## src/rtl/cla16_mp_seq.sv

```systemverilog
// Multi-precision add/subtract sequencer: runs a WIDTH-bit operation through one
// shared 16-bit carry-lookahead adder, one segment per cycle, LSB segment first.

module cla16 (
  input  logic [15:0] a,
  input  logic [15:0] b,
  input  logic        c_in,
  output logic [15:0] s,
  output logic        g_out,
  output logic        p_out
);

  // Carries into positions 0..3 of a 4-wide group from generate/propagate terms.
  function automatic logic [3:0] carries4(input logic [3:0] g4, input logic [3:0] p4,
                                          input logic ci);
    logic [3:0] c;
    c[0] = ci;
    c[1] = g4[0] | (p4[0] & ci);
    c[2] = g4[1] | (p4[1] & g4[0]) | (p4[1] & p4[0] & ci);
    c[3] = g4[2] | (p4[2] & g4[1]) | (p4[2] & p4[1] & g4[0]) | (p4[2] & p4[1] & p4[0] & ci);
    return c;
  endfunction

  function automatic logic gen4(input logic [3:0] g4, input logic [3:0] p4);
    return g4[3] | (p4[3] & g4[2]) | (p4[3] & p4[2] & g4[1]) | (p4[3] & p4[2] & p4[1] & g4[0]);
  endfunction

  logic [15:0] g;
  logic [15:0] p;
  logic [15:0] c;
  logic [3:0]  gg;
  logic [3:0]  pg;
  logic [3:0]  cg;

  always_comb begin
    g  = a & b;
    p  = a ^ b;
    gg = '0;
    pg = '0;
    c  = '0;
    for (int k = 0; k < 4; k++) begin
      gg[k] = gen4(g[4*k +: 4], p[4*k +: 4]);
      pg[k] = &p[4*k +: 4];
    end
    cg = carries4(gg, pg, c_in);
    for (int k = 0; k < 4; k++) begin
      c[4*k +: 4] = carries4(g[4*k +: 4], p[4*k +: 4], cg[k]);
    end
    s     = p ^ c;
    g_out = gen4(gg, pg);
    p_out = &pg;
  end

endmodule

module cla16_mp_seq #(
  parameter int unsigned WIDTH = 64
) (
  input  logic             clk,
  input  logic             rst_n,
  input  logic             in_valid,
  output logic             in_ready,
  input  logic             op_sub,
  input  logic [WIDTH-1:0] a_in,
  input  logic [WIDTH-1:0] b_in,
  output logic             out_valid,
  input  logic             out_ready,
  output logic [WIDTH-1:0] sum,
  output logic             c_out,
  output logic             busy
);

  localparam int unsigned NSEG  = WIDTH / 16;
  localparam int unsigned CNT_W = (NSEG > 1) ? $clog2(NSEG) : 1;

  typedef enum logic [1:0] {IDLE, RUN, DONE} state_t;

  state_t             state;
  logic [WIDTH-1:0]   a_q;
  logic [WIDTH-1:0]   b_q;
  logic [WIDTH-1:0]   acc;
  logic [WIDTH-1:0]   acc_next;
  logic               carry;
  logic [CNT_W-1:0]   cnt;
  logic [15:0]        seg;
  logic               seg_g;
  logic               seg_p;
  logic               seg_co;

  cla16 u_cla16 (
    .a     (a_q[15:0]),
    .b     (b_q[15:0]),
    .c_in  (carry),
    .s     (seg),
    .g_out (seg_g),
    .p_out (seg_p)
  );

  assign seg_co = seg_g | (seg_p & carry);
  // New segment enters at the top; after NSEG passes the whole result is aligned.
  assign acc_next = WIDTH'({seg, acc} >> 16);

  always_ff @(posedge clk or negedge rst_n) begin
    if (!rst_n) begin
      state     <= IDLE;
      a_q       <= '0;
      b_q       <= '0;
      acc       <= '0;
      carry     <= 1'b0;
      cnt       <= '0;
      in_ready  <= 1'b1;
      out_valid <= 1'b0;
      sum       <= '0;
      c_out     <= 1'b0;
      busy      <= 1'b0;
    end else begin
      case (state)
        IDLE: begin
          if (in_valid) begin
            // Subtraction is a + ~b + 1: invert B now, inject the +1 as carry-in.
            a_q      <= a_in;
            b_q      <= op_sub ? ~b_in : b_in;
            carry    <= op_sub;
            cnt      <= '0;
            in_ready <= 1'b0;
            busy     <= 1'b1;
            state    <= RUN;
          end
        end
        RUN: begin
          carry <= seg_co;
          a_q   <= a_q >> 16;
          b_q   <= b_q >> 16;
          acc   <= acc_next;
          cnt   <= cnt + CNT_W'(1);
          if (cnt == CNT_W'(NSEG - 1)) begin
            sum       <= acc_next;
            c_out     <= seg_co;
            out_valid <= 1'b1;
            state     <= DONE;
          end
        end
        DONE: begin
          if (out_ready) begin
            out_valid <= 1'b0;
            in_ready  <= 1'b1;
            busy      <= 1'b0;
            state     <= IDLE;
          end
        end
        default: begin
          state     <= IDLE;
          in_ready  <= 1'b1;
          out_valid <= 1'b0;
          busy      <= 1'b0;
        end
      endcase
    end
  end

endmodule

```

## config.mk

```make
export PLATFORM = sky130hd
export DESIGN_NAME = cla16_mp_seq
export DESIGN_NICKNAME = d
export VERILOG_FILES = /design/src/rtl/cla16_mp_seq.sv
export SDC_FILE = /design/constraint.sdc
export NUM_CORES = 1
export LEC_CHECK = 0
export ABC_CLOCK_PERIOD_IN_PS = 4130
export CORE_MARGIN = 3
export CORE_UTILIZATION = 35
export DETAILED_ROUTE_END_ITERATION = 10
export PLACE_DENSITY = 0.66
export REMOVE_ABC_BUFFERS = 1
export SKIP_CTS_REPAIR_TIMING = 1
export SLEW_MARGIN = 10
export SYNTH_ARGS = -nofsm -noshare
export SYNTH_HDL_FRONTEND = slang
export SYNTH_SLANG_ARGS = --single-unit
```

## constraint.sdc

```tcl
create_clock -name clk -period 4.13 [get_ports clk]
set_input_delay 0.413 -clock clk [delete_from_list [all_inputs] [get_ports clk]]
set_output_delay 0.413 -clock clk [all_outputs]
set_load 0.05 [all_outputs]
```

==> flow_metrics.env <==
export IMPL_status="complete, but fails checks"
export IMPL_violations="negative hold slack"
export IMPL_critPathMaxStageDelay_ps=410
export IMPL_htreeDepth=1
export IMPL_fmax_ghz=0.340
export IMPL_register_area_sq_mm=0.00624
export IMPL_hold_class="input pin to async pin"
export IMPL_min_period_ps=2940
export IMPL_cts_sinks=249
export IMPL_antenna_found_initial=3
export IMPL_hold_viol_final=66
export IMPL_tightest_slew_ps=972
export IMPL_crit_buf_inv=0
export IMPL_cts_buffer_depth=3
export IMPL_num_io_pins=201
export IMPL_routabilityCongestion=0.774
export IMPL_rsz0062_at_grt="false"
export IMPL_synth_distinct_cells=47
export IMPL_post_dp_hpwl_um=18900
export IMPL_drive_above_1_share=0.0984
export IMPL_tns_ps=0
export IMPL_multi_input_area_sq_mm=0.00490
export IMPL_yosysWarningCount=0
export IMPL_syn_area_per_cell_sq_um=10.6
export IMPL_routedWlPerCell_um=17.4
export IMPL_grt_pass1_vias=8640
export IMPL_async_flop_share=1.00
export IMPL_hold_worst_slack_ps=-81.3
export IMPL_crit_path_max_fanout=5
export IMPL_synthesis_area_sq_mm=0.0115
export IMPL_p_leak_nw=6.40
export IMPL_crit_chain="ha_1 > o21ai_0 > nor2_1 > a21oi_2 > a21oi_2 > a311o_1 > fa_1 > xnor2_1 > o21ai_0"
export IMPL_ys_seq_elements=249
export IMPL_start_util=0.359
export IMPL_slew_violations=0
export IMPL_p_per_area_mw_per_mm2=846
export IMPL_cap_violations=0
export IMPL_post_route_util=0.462
export IMPL_final_common_cell="dfrtp_1"
export IMPL_cts_tree="done"
export IMPL_setup_ws_ps=1190
export IMPL_layout_nets=1393
export IMPL_seq_area_frac_synth=0.543
export IMPL_area_growth_pct=28.6
export IMPL_placementRows=65
export IMPL_cp_top_family="compound AO/OA/AOI/OAI gates"
export IMPL_grtUsageTotal=0.167
export IMPL_fin_total_pwr_mw=12.5
export IMPL_timing_final_crit_share=0.711
export IMPL_cp_end_kind="flop"
export IMPL_synth_cells=1080
export IMPL_ys_flop_type="dfrtp_1"
export IMPL_drtIter0Drc=466
export IMPL_worst_ep_arrival_time_ps=3320
export IMPL_grt_ovfl_total=0
export IMPL_vias=8523
export IMPL_drc=0
export IMPL_layout_common_cells="246 x dfrtp_1, 198 x clkdlybuf4s50_1, 170 x nand2_1"
export IMPL_required_ps=4510
export IMPL_num_fill_cells=3017
export IMPL_grt_start_max_net_pins=104
export IMPL_cpMaxStageDelayCell="a311o_1"
export IMPL_slew_limit_headroom=0.352
export IMPL_core_area_sq_mm=0.0320
export IMPL_dp_slack_ps=1240
export IMPL_max_vdd_ir_drop_mv=0.356
export IMPL_grt_pass1_wl_um=48300
export IMPL_cts_root_buf="clkbuf_16"
export IMPL_post_drt_via_cell_ratio=5.03
export IMPL_setup_violations=0
export IMPL_dr_pass1_iters=5
export IMPL_clk_insertion_delay_late_ps=540
export IMPL_routed_wl_um=29600
export IMPL_die_x_um=187
export IMPL_start_kind="flop"
export IMPL_ant_nets=0
export IMPL_die_area_sq_mm=0.0350
export IMPL_numCtsBuffers=28
export IMPL_port_buffers=200
export IMPL_clkTransAtPathRegs_ps=60
export IMPL_fin_worst_skew_ps=14.2
export IMPL_die_h_um=187
export IMPL_crit_type="flop to flop"
export IMPL_synth_edf_count=0
[metrics by stage]
step | cell area (sq um) | cells
2_1_floorplan | 11100 | 997
3_3_place_gp | 13800 | 1644
3_5_place_dp | 13800 | 1644
4_1_cts | 14800 | 1695
5_1_grt | 14800 | 1696
6_report | 14800 | 1696
[cells in the mapped netlist, drive strengths merged, types with 36 or more instances]
| library cell | number | share of area |
|---|---|---|
| dfrtp | 248 | 0.54 |
| o21ai | 98 | 0.043 |
| mux2 | 50 | 0.049 |
| clkbuf | 45 | 0.015 |
| a22oi | 63 | 0.041 |
| buf | 38 | 0.017 |
| xor2 | 36 | 0.027 |
| nand2 | 171 | 0.056 |
| a21oi | 73 | 0.032 |
| nor2b | 65 | 0.035 |
| xnor2 | 38 | 0.029 |
[where the power goes]
group	leakage [nW]	total, mW	switching (mW)	internal (mW)
logic	2.80	5.62	3.40	2.22
registers	3.14	4.38	0.827	3.56
clock network	0.453	2.50	1.02	1.48
total	6.40	12.5	5.25	7.25
[final timing paths]
path | from | endpoint | slack [ps] | depth (start not counted)
worst max-delay path | b_q[1]$_DFFE_PN0P_ | sum[61]$_DFFE_PN0P_ | 1190 | 9
worst min-delay path | rst_n | a_q[50]$_DFFE_PN0P_ | -80 | 1
worst max register to register | b_q[1]$_DFFE_PN0P_ | sum[61]$_DFFE_PN0P_ | 1190 | 9
worst min register to register | acc[26]$_DFFE_PN0P_ | acc[26]$_DFFE_PN0P_ | 470 | 2
max in group asynchronous | rst_n | acc[42]$_DFFE_PN0P_ | 3210 | 2
min in group clk | acc[26]$_DFFE_PN0P_ | acc[26]$_DFFE_PN0P_ | 470 | 2
[cells by family after synthesis]
| kind of cell | after synthesis | share of synthesized area |
|---|---|---|
| compound gates | 323 | 0.185 |
| simple gates | 273 | 0.108 |
| flops | 249 | 0.543 |
| buf+inv | 90 | 0.0341 |
| xor+xnor | 74 | 0.0564 |
| mux | 50 | 0.0490 |
| fa+ha+maj | 21 | 0.0255 |
[flip-flops by register name, summed over array words and instances, names as in the netlist]
register	count
busy	1
a_q	64
cnt	2
in_ready	1
sum	64
acc	48
b_q	64
out_valid	1
c_out	1
state	2
carry	1
[routing by layer]
| metal | part of all wire | vias up | global-route usage |
|---|---|---|---|
| met5 | 0.00091 | - | 0 |
| li1 | - | 4092 | - |
| met2 | 0.48 | 213 | 0.284 |
| met4 | 0.025 | 4 | 0.0454 |
| met3 | 0.044 | 52 | 0.0264 |
| met1 | 0.45 | 4162 | 0.224 |
[layout make-up]
| class | instances | area share |
|---|---|---|
| Clock inverter | 16 | 0.0102 |
| Sequential cell | 249 | 0.422 |
| Multi-Input combinational cell | 741 | 0.332 |
| Timing Repair Buffer | 212 | 0.143 |
| Inverter | 7 | 0.00178 |
| Clock buffer | 35 | 0.0534 |
| Tap cell | 435 | 0.0368 |
| Antenna cell | 1 | 0.000169 |
No activity file was read; power rests on OpenSTA's default activity.
